$ cat config.mk
export PLATFORM = sky130hd
export DESIGN_NAME = multi_port_queue
export DESIGN_NICKNAME = d
export VERILOG_FILES = /design/src/rtl/multi_port_queue.sv
export SDC_FILE = /design/constraint.sdc
export NUM_CORES = 2
export LEC_CHECK = 0
export CORE_AREA = 3 3 271 380
export DETAILED_ROUTE_END_ITERATION = 6
export DIE_AREA = 0 0 274 383
export PLACE_DENSITY = 0.68
export SKIP_CTS_REPAIR_TIMING = 1
export SLEW_MARGIN = 20
export SYNTH_ARGS = -nofsm -noshare
export SYNTH_HDL_FRONTEND = slang
export SYNTH_SLANG_ARGS = --single-unit
$ cat constraint.sdc
create_clock -name clk -period 8.3 [get_ports clk]
set_clock_uncertainty 0.05 [all_clocks]
set_input_delay 1.245 -clock clk [delete_from_list [all_inputs] [get_ports clk]]
set_output_delay 1.245 -clock clk [all_outputs]
set_load 0.01 [all_outputs]
$ cat src/rtl/multi_port_queue.sv
// multi_port_queue: multi-write/multi-read circular queue with compacted sparse writes; define MPQ_FREE_ON_POP_EN to let same-cycle pops free space for writes
module multi_port_queue #(
  parameter int DEPTH = 16,
  parameter int DATA_WIDTH = 32,
  parameter int WPORTS = 4,
  parameter int RPORTS = 4,
  parameter int AFULL_THRESH = 12
) (
  input  logic                         clk,
  input  logic                         rst_n,
  input  logic                         flush_i,
  input  logic [WPORTS-1:0]            write_valid_i,
  output logic [WPORTS-1:0]            write_ready_o,
  input  logic [WPORTS*DATA_WIDTH-1:0] write_data_i,
  output logic [RPORTS-1:0]            read_valid_o,
  input  logic [RPORTS-1:0]            read_ready_i,
  output logic [RPORTS*DATA_WIDTH-1:0] read_data_o,
  output logic [$clog2(DEPTH+1)-1:0]   count_o,
  output logic                         almost_full_o,
  output logic                         full_o,
  output logic                         empty_o
);
  localparam int CW = $clog2(DEPTH + 1);
  localparam int PW = DEPTH > 1 ? $clog2(DEPTH) : 1;
  logic [DATA_WIDTH-1:0] r_mem [DEPTH];
  logic [PW-1:0] r_head, r_tail;
  logic [CW-1:0] r_count, w_free, w_pop_n, w_push_n, w_seen;
  logic [CW-1:0] w_rank [WPORTS];
  logic w_clr, w_run;
  // n never exceeds DEPTH, so one conditional subtract wraps any DEPTH
  function automatic logic [PW-1:0] wrap(input logic [PW-1:0] p, input logic [CW-1:0] n);
    logic [CW:0] s;
    s = (CW+1)'(p) + (CW+1)'(n);
    return s >= (CW+1)'(DEPTH) ? PW'(s - (CW+1)'(DEPTH)) : PW'(s);
  endfunction
  assign w_clr = !rst_n || flush_i;
  always_comb begin
    w_pop_n = '0;
    w_run = 1'b1;
    for (int i = 0; i < RPORTS; i++) begin
      read_valid_o[i] = CW'(i) < r_count;
      read_data_o[i*DATA_WIDTH +: DATA_WIDTH] = r_mem[wrap(r_head, CW'(i))];
      w_run = w_run && read_valid_o[i] && read_ready_i[i];
      w_pop_n = w_pop_n + CW'(w_run);
    end
  end
  // ready ports always form a rank prefix, so push_n is just their count
  always_comb begin
    w_free = CW'(DEPTH) - r_count;
`ifdef MPQ_FREE_ON_POP_EN
    w_free = w_free + w_pop_n;
`endif
    w_seen = '0;
    w_push_n = '0;
    for (int i = 0; i < WPORTS; i++) begin
      w_rank[i] = w_seen;
      write_ready_o[i] = write_valid_i[i] && !w_clr && w_seen < w_free;
      w_seen = w_seen + CW'(write_valid_i[i]);
      w_push_n = w_push_n + CW'(write_ready_o[i]);
    end
  end
  always_ff @(posedge clk) begin
    if (w_clr) begin
      r_head <= '0;
      r_tail <= '0;
      r_count <= '0;
    end else begin
      r_head <= wrap(r_head, w_pop_n);
      r_tail <= wrap(r_tail, w_push_n);
      r_count <= r_count + w_push_n - w_pop_n;
    end
  end
  always_ff @(posedge clk)
    for (int i = 0; i < WPORTS; i++)
      if (write_ready_o[i]) r_mem[wrap(r_tail, w_rank[i])] <= write_data_i[i*DATA_WIDTH +: DATA_WIDTH];
  assign count_o = r_count;
  assign almost_full_o = r_count >= CW'(AFULL_THRESH);
  assign full_o = r_count == CW'(DEPTH);
  assign empty_o = r_count == '0;
endmodule

* Word level (Yosys, flattened, before mapping)
Memories as Yosys holds them, arrays and structs flattened. Index checks and enable logic that the tools add are counted.
Cells by class: div/mod/pow operators 0, multipliers 0, shift operators 0, add/sub/neg operators 29, mux-type cells 18, reduce and logical (&&, ||, !) cells 19, equality and inequality tests 1, order comparisons 19, bitwise operators 0
Operators by type and width (number):
- greater-or-equal comparator 5 bit, second input constant | 8
- two-way mux 4 bit | 10
- subtractor 4 x 1 -> 4 bit, second input constant | 10
- logical AND 1 bit | 15
- less-than comparator 1 x 5 -> 1 bit, first input constant | 3
- adder 4 x 2 -> 5 bit, second input constant | 2
- adder 4 x 4 -> 5 bit | 2
- greater-or-equal comparator 4 x 5 -> 1 bit, second input constant | 2
- less-than comparator 2 x 5 -> 1 bit, first input constant | 2
- adder 2 x 1 -> 3 bit | 3
- adder 3 x 1 -> 4 bit | 2
- two-way mux 1 bit | 8
- adder 1 x 1 -> 2 bit | 3
- adder 4 x 1 -> 5 bit | 1
- adder 4 x 1 -> 5 bit, second input constant | 1
- adder 4 x 2 -> 5 bit | 1
- adder 4 x 3 -> 5 bit | 1
- adder 5 x 4 -> 5 bit | 1
- == test 5 bit, second input constant | 1
- greater-or-equal comparator 5 x 4 -> 1 bit, second input constant | 1
- logical NOT 5 bit | 1
- less-than comparator 1 x 5 -> 1 bit | 1
- less-than comparator 2 x 5 -> 1 bit | 1
- less-than comparator 3 x 5 -> 1 bit | 1
- other kinds (4) | 5
Word-level totals: memory bits (read-only) 0, bits in latches 0, memories 1, register bits after elaboration 13, output and inout bits 144, bits in writable memories 512
Memory list:
- r_mem | depth 16, width 32, read ports 4, clocked after Yosys merged registers in 0, wr ports 4, RTL line 25 | logic [DATA_WIDTH-1:0] r_mem [DEPTH];

* Longest topological paths before layout
depth after elaboration 12, mapped depth 21, depth with buffers taken out 20

* Least setup slack after synthesis
No wires, ideal clock.
kind input to register, start in rst_n, end mem r_mem[0][0] (enable), arrival time 5848 ps, cell stages on the path 6, setup slack 1869 ps, required time 7717 ps, cell sequence nor2b_1 clkbuf_1 o311ai_2 inv_1 nand2_1 o311ai_0
RTL lines:
- start, declared | RTL line 10 | input logic rst_n,
- end, declared | RTL line 25

* Worst setup path in the final report
start reg r_head[0], end out read_data_o[119]
On the way: longest elaborated chain between the ends 4, elaborated cells on any way between the ends 5, those cells by class add/sub (2); order compare (1); mux (1); memory (1)
Ends and longest elaborated chain:
- start, declared | RTL line 26 | logic [PW-1:0] r_head, r_tail;
- start signal, assigned | RTL line 68 | r_head <= wrap(r_head, w_pop_n);
- adder 4 x 2 -> 5 bit (*) | RTL line 33 | s = (CW+1)'(p) + (CW+1)'(n);
- subtractor 4 x 1 -> 4 bit or greater-or-equal comparator 5 bit (tied branches) | RTL line 34 | return s >= (CW+1)'(DEPTH) ? PW'(s - (CW+1)'(DEPTH)) : PW'(s);
- two-way mux 4 bit (*) | RTL line 34
- memory read (16 x 32 bit) (*)
- end, declared | RTL line 17 | output logic [RPORTS*DATA_WIDTH-1:0] read_data_o,
Every way passes the cells marked *; elsewhere a longest branch is shown, timed or not.

==> run metrics <==
status=finished, violations left; failing checks=DRC; P_leak=~19 nW; Num CTS Buffers=53; worst hold slack=around 730 ps; GR Util All Layers=41.8%; initial antenna violation count=25; Multi-input gate area=between 0.03 and 0.04 sq mm; Setup crit start kind=flip-flop; setup repair after global routing missed its margin=false; cells after synthesis=approximately 4,400; largest stage delay on the critical path=910 ps; DR pass1 iterations=7; Worst-Margin Slew=1320 ps; 1st-iter DRT viols=8,782; critical path type=flip-flop to primary output; Clock Latency Late Sink=approximately 650 ps; YS warnings=0; clk sinks=approximately 530; worst hold path type=flip-flop to flip-flop; Rel. slew slack=approximately an eighth; Synth cell types=64; wire per inst=a little under 40 microns; Vias=between 40,000 and 50,000; Synth Cell Area=approximately 0.050 sq mm; vias in the first global route=between 40,000 and 50,000; WL final=224 mm; Detailed Place HPWL=roughly 130 mm; Final Max Tran Viols=0; Worst VDD drop=around 0.00052 V; port buffer count=approximately 280; most frequent CP cell=mux4_2; ys flop type=edfxtp_1; syn avg cell area=around 11 sq um; Arr. time, crit path=between 4000 and 5000 ps; most frequent cells in the layout=960 x nand2_1, 736 x mux2i_1, 640 x mux4_2, 512 x edfxtp_1, 282 x clkdlybuf4s50_1; H-tree depth=2; crit path cell chain=buf_6 > buf_4 > mux4_2 > mux4_2 > clkdlybuf4s50_1; Syn Nets=roughly 4,600; Final Hold Fails=0; CORE AREA=0.0998 sq mm; Cell Pwr Density=197 mW/mm^2; maxcap violations=0; Site Rows=137; Worst EP required=approximately 7000 ps; FF+latch count, synth=525; Longest Clk Path Bufs=3; endpoints failing setup=0; vias per cell=7.88; largest net degree at the start of global routing=between 100 and 150; Final GP Congestion=0.976; post-layout min period=roughly 6000 ps; grt total ovfl=0; slowest cell on the critical path=buf_4; Final Cycle Share=approximately three quarters; FF/Latch Area=approximately 0.016 sq mm; total die area=0.105 sq mm; Final nets=around 4,600; post-route antenna net violation count=0; CP endpoint kind=primary output; first-pass GRT wire length=approximately 310 mm; Root Driver=clkbuf_16; Post-synth EDFFs=a little over 500; residual DRC count=14; post-synthesis to final-layout area growth=11.2%; share of layout cells above drive strength 1=between 20% and 30%; f_max=164 MHz; final-layout fill cell count=around 8,400; Die Ht=383 microns; Final Cell Area=roughly 0.055 sq mm; Top Ports=~280; critical path peak fanout=between 60 and 70; commonest non-fill, non-tap cell in the layout=nand2_1; Seq/Total Area, Yosys=about a third; CTS tree=yes; effective utilization at floorplan=between 40% and 50%; Die X=between 200 and 300 microns; asr flop ratio synth=0%; setup TNS=0 ps; Clock Pin Slew Worst Setup and Hold Paths=60 ps; area post-placement=0.0534 sq mm
## synth_stat cells (all sizes together), types with 10 or more instances
cell / count / share of area [%]
a21oi: 276 / 2.8
a221oi: 34 / 0.60
a31oi: 216 / 2.7
and2: 33 / 0.42
buf: 229 / 2.4
clkbuf: 271 / 2.0
dfxtp: 13 / 0.52
edfxtp: 512 / 31
fa: 10 / 0.40
ha: 37 / 0.93
inv: 29 / 0.22
mux2i: 736 / 15
mux4: 640 / 29
nand2: 977 / 7.5
nand2b: 10 / 0.13
nor2: 170 / 1.3
nor3: 23 / 0.28
o211ai: 10 / 0.15
o21ai: 63 / 0.63
## path summary, 6_finish.rpt
path / startpoint / to / slack, ps / cells after the start
max: r_head[0] / read_data_o[119] / 2190 / 5
min: count_o[4] / count_o[4] / 730 / 4
max reg2reg: count_o[0] / r_mem[9][29] / 2900 / 13
min reg2reg: count_o[4] / count_o[4] / 730 / 4
## critical path, delay by kind of cell, from the launching register on
| kind | cells | cell delay [ps] |
|---|---|---|
| buf+inv | 3 | 2120 |
| flops | 1 | 780 |
| mux | 2 | 1130 |
## report_power, final
| group | switching, mW | internal, mW |
|---|---|---|
| sequential | 0.172 | 3.08 |
| clock | 1.17 | 1.46 |
| combinational | 2.64 | 2.39 |
| total | 3.97 | 6.93 |
## per-layer routing
| layer | wire (microns) | vias to the layer above | GRT usage [%] |
|---|---|---|---|
| met3 | 37500 | 1395 | 16.9 |
| met4 | 22400 | 16 | 31.5 |
| met2 | 94400 | 4847 | 60.0 |
| met5 | 172 | - | 0 |
| li1 | - | 17100 | - |
| met1 | 69900 | 22000 | 50.2 |
## kinds of logic after synthesis
group           synth area share [%]
mux                             43.8
buf+inv                         4.71
xor+xnor                       0.332
simple gates                    10.7
fa+ha+maj                       1.33
compound gates                  7.65
flops                           31.5
## registers in the layout, indices dropped and copies added (netlist names)
signal and cells:
r_head 4, count_o 5, r_mem 512, r_tail 4
## cell type report
type	instances	share of cell area [%]
Multi-Input combinational cell	3350	58.0
Sequential cell	525	28.3
Timing Repair Buffer	423	7.17
Tap cell	1320	2.99
Clock buffer	69	2.58
Clock inverter	27	0.623
Inverter	29	0.197
Antenna cell	16	0.0725
## per-stage QoR
| stage | setup slack [ps] | total power, mW | std cells | util, % |
|---|---|---|---|---|
| after floorplan | 1870 | 6.44 | 4404 | - |
| after global placement | 1840 | 8.13 | 5644 | 53.5 |
| after detailed placement | 1800 | 8.19 | 5644 | 53.5 |
| after CTS | 1860 | 10.8 | 5740 | 55.3 |
| after global routing | 1880 | 11.2 | 5752 | 55.4 |
| final | 2190 | 10.9 | 5759 | 55.4 |
Power figures use the tool's default switching activity.
